File: src/rtl/servo_pwm_bank.sv
// servo_pwm_bank: one shared prescaler and frame counter driving CHANNELS servo
// PWM lanes. Each lane holds a target width and a current width; the current
// width moves toward the target only at frame wrap, so pulses are never cut short
// or doubled by a write.

// One servo output: target/current registers, frame-rate slew, registered compare.
module servo_pwm_lane #(
    parameter int TICK_W = 12
) (
    input  logic              Clock,
    input  logic              Reset,
    input  logic              wr,          // write strobe for this lane
    input  logic [TICK_W-1:0] wr_data,     // already clamped to FRAME_TICKS
    input  logic [TICK_W-1:0] step,
    input  logic              frame_wrap,
    input  logic [TICK_W-1:0] tick_cnt,
    output logic              pwm
);
    logic [TICK_W-1:0] target;
    logic [TICK_W-1:0] cur;
    logic [TICK_W-1:0] cur_nxt;
    logic [TICK_W:0]   diff;
    logic              up;

    // Slew-limited next width. The distance is taken one bit wider so it
    // cannot wrap. The +/- step branches only run when the distance exceeds
    // step, so they stay inside the range between cur and target.
    always_comb begin
        up      = target > cur;
        diff    = up ? ({1'b0, target} - {1'b0, cur}) : ({1'b0, cur} - {1'b0, target});
        cur_nxt = target;
        if (step != '0 && diff > {1'b0, step})
            cur_nxt = up ? (cur + step) : (cur - step);
    end

    // Target takes writes at any time. Cur changes only at frame wrap, and it
    // reads the target value from before any write on that same edge.
    always_ff @(posedge Clock or posedge Reset) begin
        if (Reset) begin
            target <= '0;
            cur    <= '0;
            pwm    <= 1'b0;
        end else begin
            if (wr)         target <= wr_data;
            if (frame_wrap) cur    <= cur_nxt;
            pwm <= tick_cnt < cur;
        end
    end
endmodule

module servo_pwm_bank #(
    parameter int CHANNELS    = 4,
    parameter int PRESCALE_W  = 16,
    parameter int TICK_W      = 12,
    parameter int FRAME_TICKS = 4000,
    parameter int CH_W        = 2
) (
    input  logic                  Clock,
    input  logic                  Reset,
    input  logic [PRESCALE_W-1:0] Periodo,
    input  logic [TICK_W-1:0]     Step,
    input  logic                  Wr,
    input  logic [CH_W-1:0]       WrCh,
    input  logic [TICK_W-1:0]     WrData,
    output logic [CHANNELS-1:0]   Out,
    output logic                  FrameStart
);
    localparam logic [TICK_W-1:0] FT   = TICK_W'(FRAME_TICKS);
    localparam logic [TICK_W-1:0] LAST = TICK_W'(FRAME_TICKS - 1);

    typedef struct packed {
        logic              vld;
        logic [CH_W-1:0]   ch;
        logic [TICK_W-1:0] data;
    } wr_req_t;

    logic [PRESCALE_W-1:0] base_cnt;
    logic [TICK_W-1:0]     tick_cnt;
    logic                  tick;
    logic                  frame_wrap;
    wr_req_t               wr_req;

    // Use ">=" instead of "==" so that a Periodo lowered below the running
    // count still produces a tick on the next clock.
    assign tick       = base_cnt >= Periodo;
    assign frame_wrap = tick && (tick_cnt == LAST);
    assign wr_req     = '{vld: Wr, ch: WrCh, data: (WrData > FT) ? FT : WrData};

    // Prescaler: one tick every Periodo+1 clocks.
    always_ff @(posedge Clock or posedge Reset) begin
        if (Reset)     base_cnt <= '0;
        else if (tick) base_cnt <= '0;
        else           base_cnt <= base_cnt + 1'b1;
    end

    // Tick counter within the frame. FrameStart is high on the same edge that
    // tick_cnt wraps.
    always_ff @(posedge Clock or posedge Reset) begin
        if (Reset) begin
            tick_cnt   <= '0;
            FrameStart <= 1'b0;
        end else begin
            FrameStart <= frame_wrap;
            if (frame_wrap) tick_cnt <= '0;
            else if (tick)  tick_cnt <= tick_cnt + 1'b1;
        end
    end

    // Lanes decode their own index. A WrCh with no matching lane writes nothing.
    for (genvar i = 0; i < CHANNELS; i++) begin : g_lane
        servo_pwm_lane #(.TICK_W(TICK_W)) u_lane (
            .Clock      (Clock),
            .Reset      (Reset),
            .wr         (wr_req.vld && (wr_req.ch == CH_W'(i))),
            .wr_data    (wr_req.data),
            .step       (Step),
            .frame_wrap (frame_wrap),
            .tick_cnt   (tick_cnt),
            .pwm        (Out[i])
        );
    end
endmodule

File: config.mk
export PLATFORM = sky130hd
export DESIGN_NAME = servo_pwm_bank
export DESIGN_NICKNAME = d
export VERILOG_FILES = /design/src/rtl/servo_pwm_bank.sv
export SDC_FILE = /design/constraint.sdc
export NUM_CORES = 1
export LEC_CHECK = 0
export CAP_MARGIN = 25
export CORE_MARGIN = 5
export CORE_UTILIZATION = 30
export CTS_CLUSTER_DIAMETER = 50
export DETAILED_ROUTE_END_ITERATION = 16
export SETUP_SLACK_MARGIN = 0.02
export SLEW_MARGIN = 20
export SYNTH_ARGS = -nofsm -noshare
export SYNTH_HDL_FRONTEND = slang
export SYNTH_SLANG_ARGS = --single-unit
File: constraint.sdc
create_clock -name Clock -period 5.8 [get_ports Clock]
set_input_delay 1.74 -clock Clock [delete_from_list [all_inputs] [get_ports Clock]]
set_output_delay 1.74 -clock Clock [all_outputs]
set_load 0.1 [all_outputs]
==> flow_summary_export.csv, run 1 <==
group,metric,value,unit
global_routing,use_met2,27.9,%
layout,drive_gt1_share,7.58,%
die,start_util,30.2,%
timing,timing.final.crit_period,5.38,ns
min_path,hold_class,"register to register",
clock_tree,cts_made_buffers,17,
setup_path,critPathLaunch,"g_lane[0].u_lane.cur[8]",
global_routing,grt_max_degree,74,
outcome,status,"completed",
die,die_x,234,um
layout,stdcell_count,2521,
synthesis,ys_warn_count,0,
drt,finalWirelength,48.7,mm
synthesis,synth_seq_area_share,21.4,%
timing,drv_slew,0,
clock_tree,cts_setup_buffers,0,
drt,wire_per_inst,19.3,um
drt,drc,0,
synthesis,syn_inst,1787,
global_routing,grt_overflow,0,
drt,ant_nets,0,
die,die_h,234,um
timing,slew-limit-headroom,32.1,%
timing,rsz0062_at_grt,"false",
power_and_ir_drop,p_leak,8.09,nW
synthesis,synthFlopType,"dfrtp_1",
placed_design,place_area,16400,um2
global_routing,grt_pass1_vias,13500,
setup_path,rr_startpoint,"g_lane[0].u_lane.cur[8]",
die,rows,82,
layout,fillCellCount,5215,
flow_run,cap_violations,0,
timing,setup_viol,0,
synthesis,avgSynthCellArea,8.43,um2
timing,max_freq,0.186,GHz
setup_path,cp-end-kind,"register",
global_routing,antenna_found_initial,4,
global_routing,grt_use_total,17.8,%
synthesis,ys_ff_latch,129,
clock_tree,cts_root_buf,"clkbuf_16",
placed_design,dp_cells,2486,
setup_path,cp.arrival,5.72,ns
synthesis,synth_edf_count,0,
clock_tree,insertion_delay,0.45,ns
timing,whs,0.518,ns
drt,drtIter0Drc,853,
layout,design_area,17000,um2
timing,period_share,92.8,%
placed_design,io_buffers,49,
placed_design,gp_congestion,0.889,
layout,layout.nets,2141,
timing,clock_skew,0.00986,ns
global_routing,grt_pass1_wl,76.1,mm
timing,hold_viol,0,
clock_tree,cts_tree,"done",
timing,final.setup.worst_slack,0.420,ns
drt,viasPerCell,5.32,
die,io_pins,50,
layout,multi_input_area,10800,um2
min_path,min_from,"base_cnt[0]",
placed_design,hpwlAfterDp,38.0,mm
global_routing,use_met1,24.2,%
drt,route.vias.total,13400,
die,die_area,54800,um2
clock_tree,htreeDepth,4,
drt,dr.pass1.iters,5,
timing,worst-slew-pin-transition,1.02,ns
power_and_ir_drop,vdd.ir_drop.worst,0.172,mV
synthesis,syn_nets,2095,
setup_path,worst-path-max-fanout,14,
die,core-area,49900,um2
global_routing,use_met3,3.97,%
synthesis,yosys.cell_types.count,100,
layout,area_growth,13.0,%
placed_design,place_ws,0.138,ns
clock_tree,cts_max_path_buffers,2,
layout,ff_latch_area,3230,um2
setup_path,cp-start-kind,"register",
synthesis,netlist_area,15100,um2
setup_path,critical_path_class,"register to register",
power_and_ir_drop,powerDensity,290,nW/um2
synthesis,synth-async-reset-ratio,100,%
timing,setup_tns,0,ns
clock_tree,clk_pin_slew,0.06,ns
clock_tree,cts_sinks,129,
global_routing,top_usage_layer,"met2",
setup_path,worstPathRequired,6.14,ns
## cells by family (layout without fill, tap and decap cells)
group	Yosys count	in the layout	share of synthesized area (%)
AND/OR/NAND/NOR	484	484	15.4
AO/OA/AOI/OAI	454	454	19.9
adder cells (fa/ha/maj)	263	263	22.4
buffers and inverters	232	291	6.69
XOR/XNOR	137	137	8.06
flip-flops	129	129	21.4
multiplexers	88	88	6.11
other	0	3	0
## critical path, stage by stage, from the launching register on
cell,delay (ns)
dfrtp_1,0.44
inv_1,0.10
ha_1,0.48
and3_1,0.33
o211a_1,0.18
o31ai_1,0.08
a31oi_2,0.61
clkinv_1,0.57
mux2i_1,0.31
xnor2_1,0.15
ha_1,0.28
nand2_1,0.08
nor2_1,0.05
a2111oi_0,0.40
a21oi_1,0.13
o31ai_1,0.25
a31o_1,0.18
buf_4,0.27
mux2i_1,0.12
mux2_2,0.26
## synth_stat cells (all sizes together) (13+ instances only)
cell,count,area [um2]
a21o,64,483
xnor2,100,876
nand3,40,205
clkbuf,29,141
mux2,32,360
inv,164,616
dfrtp,129,3230
nor3,34,181
o21a,18,136
ha,251,3140
a31oi,13,111
o211ai,14,105
xor2,36,315
nand2b,14,87.6
buf,36,239
nand2,147,562
nor2b,25,156
mux2i,56,561
a211oi,13,97.6
nand4,28,181
o21ai,129,649
nor2,136,513
and3,18,113
a21oi,108,544
o21bai,15,113
## worst paths after layout
path | endpoint | cells after the start | slack [ns]
max in group asynchronous | g_lane[1].u_lane.cur[1] | 3 | 3.07
min in group asynchronous | g_lane[2].u_lane.pwm | 2 | 1.80
max reg2reg | g_lane[0].u_lane.cur[0] | 19 | 0.42
min reg2reg | base_cnt[0] | 1 | 0.52
min | base_cnt[0] | 1 | 0.52
max | g_lane[0].u_lane.cur[0] | 19 | 0.42
## placed cells by master, fill, tap and decap left out, types with 9 or more instances in the layout
cell type / count
o211ai_1: 14
nor2b_1: 25
xnor2_1: 100
and3_1: 18
fa_1: 12
xor2_1: 36
mux2i_1: 56
o21a_1: 17
clkbuf_16: 17
nand2b_1: 14
nand2_1: 145
a31oi_1: 10
nand4_1: 27
nor3_1: 33
a211oi_1: 13
nor2_1: 135
inv_1: 161
clkdlybuf4s50_1: 49
a211o_1: 10
buf_4: 42
nand3_1: 39
a221oi_1: 10
ha_1: 251
a21o_1: 62
o31ai_1: 9
o21bai_1: 15
o21ai_1: 17
mux2_2: 31
dfrtp_1: 129
o21ai_0: 111
a21oi_1: 107
## metrics by stage
stage / utilization, % / power, mW
2_1_floorplan: - / 3.10
3_3_place_gp: 32.8 / 3.64
3_5_place_dp: 32.8 / 3.69
4_1_cts: 34.1 / 4.92
5_1_grt: 34.1 / 5.29
6_report: 34.1 / 4.93
## layout make-up
cell class,count,area share [%]
Multi-Input combinational cell,1426,63.7
Sequential cell,129,19.0
Tap cell,672,4.94
Timing Repair Buffer,92,4.85
Inverter,167,3.71
Clock buffer,23,2.75
Clock inverter,9,1.05
Antenna cell,3,0.0441
## power breakdown
| part | switching [mW] | leakage [nW] | internal (mW) |
|---|---|---|---|
| Sequential | 0.124 | 1.66 | 0.980 |
| Clock | 0.426 | 0.308 | 0.785 |
| Combinational | 1.46 | 6.13 | 1.16 |
| Total | 2.01 | 8.09 | 2.92 |
## flip-flops by register name, summed over array words and instances, names as in the netlist
name / flops
g_lane.u_lane.cur: 48
g_lane.u_lane.target: 48
base_cnt: 16
tick_cnt: 12
g_lane.u_lane.pwm: 4
FrameStart: 1
## metal layers
metal,wire (um),part of all wire (%),up-vias
met1,22300,46,6478
met3,3440,7.1,95
met2,21400,44,424
met4,1570,3.2,6
met5,34,0.070,-
li1,-,-,6407
## timing repair
item | in CTS | in global routing
resized for setup | 0 | 2
setup endpoints to repair | 0 | 12
hold buffers | 0 | 0
endpoints found under the hold margin | 0 | 0
(Power assumes the default switching activity.)
==> run 2, diff against run 1 <==
Settings changed: PLACE_DENSITY set to 0.45.
Clock period 5.8 ns to 4.57 ns, I/O delays scaled along.
==> run 2 against run 1 <==
The flow now finishes with violations (negative setup slack); sequential share of layout area is 2.8 points lower; total power grew 49%; combinational power up 76%; utilization up 5.9 points; clock power is 15% higher; die area stayed put; flip-flop and latch count stayed put; clock skew rose by 0.0059 ns; largest power group unchanged.
==> flow_summary_export.csv, run 2 (synthesis results as in run 1) <==
group,metric,value,unit
outcome,status,"finished, violations left",
outcome,failed_checks,"negative setup slack",
clock_tree,clk_pin_slew,0.06,ns
die,die_area,54800,um2
layout,area_growth,32.5,%
setup_path,critical_path_class,"register to register",
layout,layout.nets,2431,
setup_path,crit_chain,"inv_1 -> ha_1 -> a21oi_1 -> a21oi_2 -> a311o_1 -> nand2_2 -> buf_6 -> mux2i_4 -> o2111a_2 -> o211ai_1 -> o211ai_1 -> xnor2_1 -> ha_1 -> nand2_1 -> or4_1 -> o21ai_1 -> a211oi_2 -> a311oi_2 -> buf_4 -> buf_12 -> buf_16 -> nor2_1 -> a21oi_1 -> o21ai_1",
global_routing,grt_use_total,20.7,%
die,rows,82,
timing,rsz0062_at_grt,"true",
setup_path,cp_slowest_cell,"or4_1",
timing,max_freq,0.214,GHz
setup_path,cp-end-kind,"register",
clock_tree,cts_root_buf,"clkbuf_16",
setup_path,cpPeakStageDelay,0.49,ns
timing,period_share,102,%
clock_tree,cts_made_buffers,17,
setup_path,cp-start-kind,"register",
clock_tree,htreeDepth,4,
timing,setup_tns,-0.788,ns
timing,drv_slew,0,
drt,viasPerCell,5.06,
placed_design,gp_congestion,0.914,
setup_path,crit_family,"compound AO/OA/AOI/OAI gates",
flow_run,cap_violations,0,
layout,drive_gt1_share,25.1,%
placed_design,place_ws,-0.533,ns
drt,finalWirelength,56.9,mm
layout,largestRegisters,"g_lane.u_lane.cur: 48 flops, g_lane.u_lane.target: 48 flops, base_cnt: 16 flops",
die,io_pins,50,
timing,timing.final.crit_period,4.68,ns
global_routing,grt_pass1_vias,14200,
setup_path,worstPathBufferInverterCount,5,
power_and_ir_drop,vdd.ir_drop.worst,0.330,mV
timing,final.setup.worst_slack,-0.111,ns
setup_path,cp.arrival,5.03,ns
setup_path,worst-path-max-fanout,6,
layout,layout_commonest_cell,"buf_4",
placed_design,io_buffers,49,
timing,slew-limit-headroom,32.4,%
placed_design,place_area,18400,um2
die,die_x,234,um
timing,hold_viol,0,
timing,clock_skew,0.0157,ns
drt,drc,0,
drt,route.vias.total,14200,
die,die_h,234,um
clock_tree,insertion_delay,0.49,ns
layout,mostFrequentLayoutCells,"buf_4 (304), ha_1 (230), inv_1 (153)",
timing,worst-slew-pin-transition,1.01,ns
power_and_ir_drop,p_leak,9.60,nW
global_routing,grt_max_degree,125,
drt,ant_nets,0,
global_routing,grt_overflow,0,
power_and_ir_drop,powerDensity,368,nW/um2
timing,setup_viol,14,
setup_path,ff2ff_setup_slack,-0.11,ns
drt,dr.pass1.iters,5,
clock_tree,cts_sinks,129,
clock_tree,cts_max_path_buffers,2,
drt,drtIter0Drc,811,
layout,fillCellCount,5071,
min_path,hold_class,"register to register",
drt,wire_per_inst,20.2,um
clock_tree,cts_tree,"done",
global_routing,grt_pass1_wl,85.1,mm
die,core-area,49900,um2
timing,whs,0.523,ns
global_routing,antenna_found_initial,2,
placed_design,hpwlAfterDp,44.1,mm
setup_path,worstPathRequired,4.92,ns
die,start_util,30.2,%
layout,design_area,20000,um2
## run 2: cell types whose count changed in the layout (fill, tap and decap cells not counted), sizes merged
| cell | delta |
|---|---|
| clkinvlp | +1 |
| clkdlybuf4s50 | -1 |
| inv | +6 |
| buf | +289 |
| clkbuf | -5 |
| dlygate4sd2 | +1 |
| clkinv | +3 |
| bufinv | -4 |
| diode | -2 |
## run 2: area by class of cell
type / instances / area (um2) / area share [%]
inverter: 167 / 631 / 3.16
timing repair buffer: 382 / 3220 / 16.1
clock inverter: 15 / 146 / 0.734
clock buffer: 17 / 425 / 2.13
antenna: 1 / 2.50 / 0.0125
sequential: 129 / 3230 / 16.2
multi-input combinational: 1426 / 11500 / 57.4
tap: 672 / 841 / 4.21
## run 2: worst min-delay path, delay by kind of cell, from the launching register on
kind | cells | cell delay (ns)
flops | 1 | 0.37
compound gates | 1 | 0.06
simple gates | 1 | 0.05
## run 2: where the power goes
part / internal, mW / switching [mW] / total (mW)
sequential: 1.24 / 0.116 / 1.36
combinational: 2.34 / 2.25 / 4.59
clock: 0.759 / 0.636 / 1.39
## run 2: metal layers
layer / global-route usage [%] / wire length (um) / vias to the layer above
met5: 0 / 0 / -
met4: 7.23 / 1810 / 0
met3: 2.89 / 2130 / 76
met2: 33.7 / 25900 / 284
met1: 28.1 / 27000 / 6855
li1: - / - / 6991
## run 2: repair_timing
action / 4_1_cts / 5_1_grt
hold buffers: 0 / 0
endpoints found under the hold margin: 0 / 0
gates cloned: 2 / 1
resized for setup: 40 / 134
pin swaps: 20 / 32
setup buffers: 9 / 17
setup endpoints to repair: 37 / 48
## run 2: path summary, 6_finish.rpt
path / from / to / cells past startpoint
max: g_lane[1].u_lane.cur[2] / g_lane[1].u_lane.cur[6] / 24
min: g_lane[2].u_lane.target[3] / g_lane[2].u_lane.target[3] / 2
max reg2reg: g_lane[1].u_lane.cur[2] / g_lane[1].u_lane.cur[6] / 24
min reg2reg: g_lane[2].u_lane.target[3] / g_lane[2].u_lane.target[3] / 2
max in group asynchronous: Reset / g_lane[3].u_lane.target[4] / 3
min in group asynchronous: Reset / g_lane[2].u_lane.target[8] / 2
## run 2: stage by stage
stage          instances  utilization [%]  power, mW
2_1_floorplan       1787                -       3.95
3_3_place_gp        2747             36.9       5.28
3_5_place_dp        2747             36.9       5.32
4_1_cts             2790             38.6       7.00
5_1_grt             2808             40.0       7.86
6_report            2809             40.0       7.34
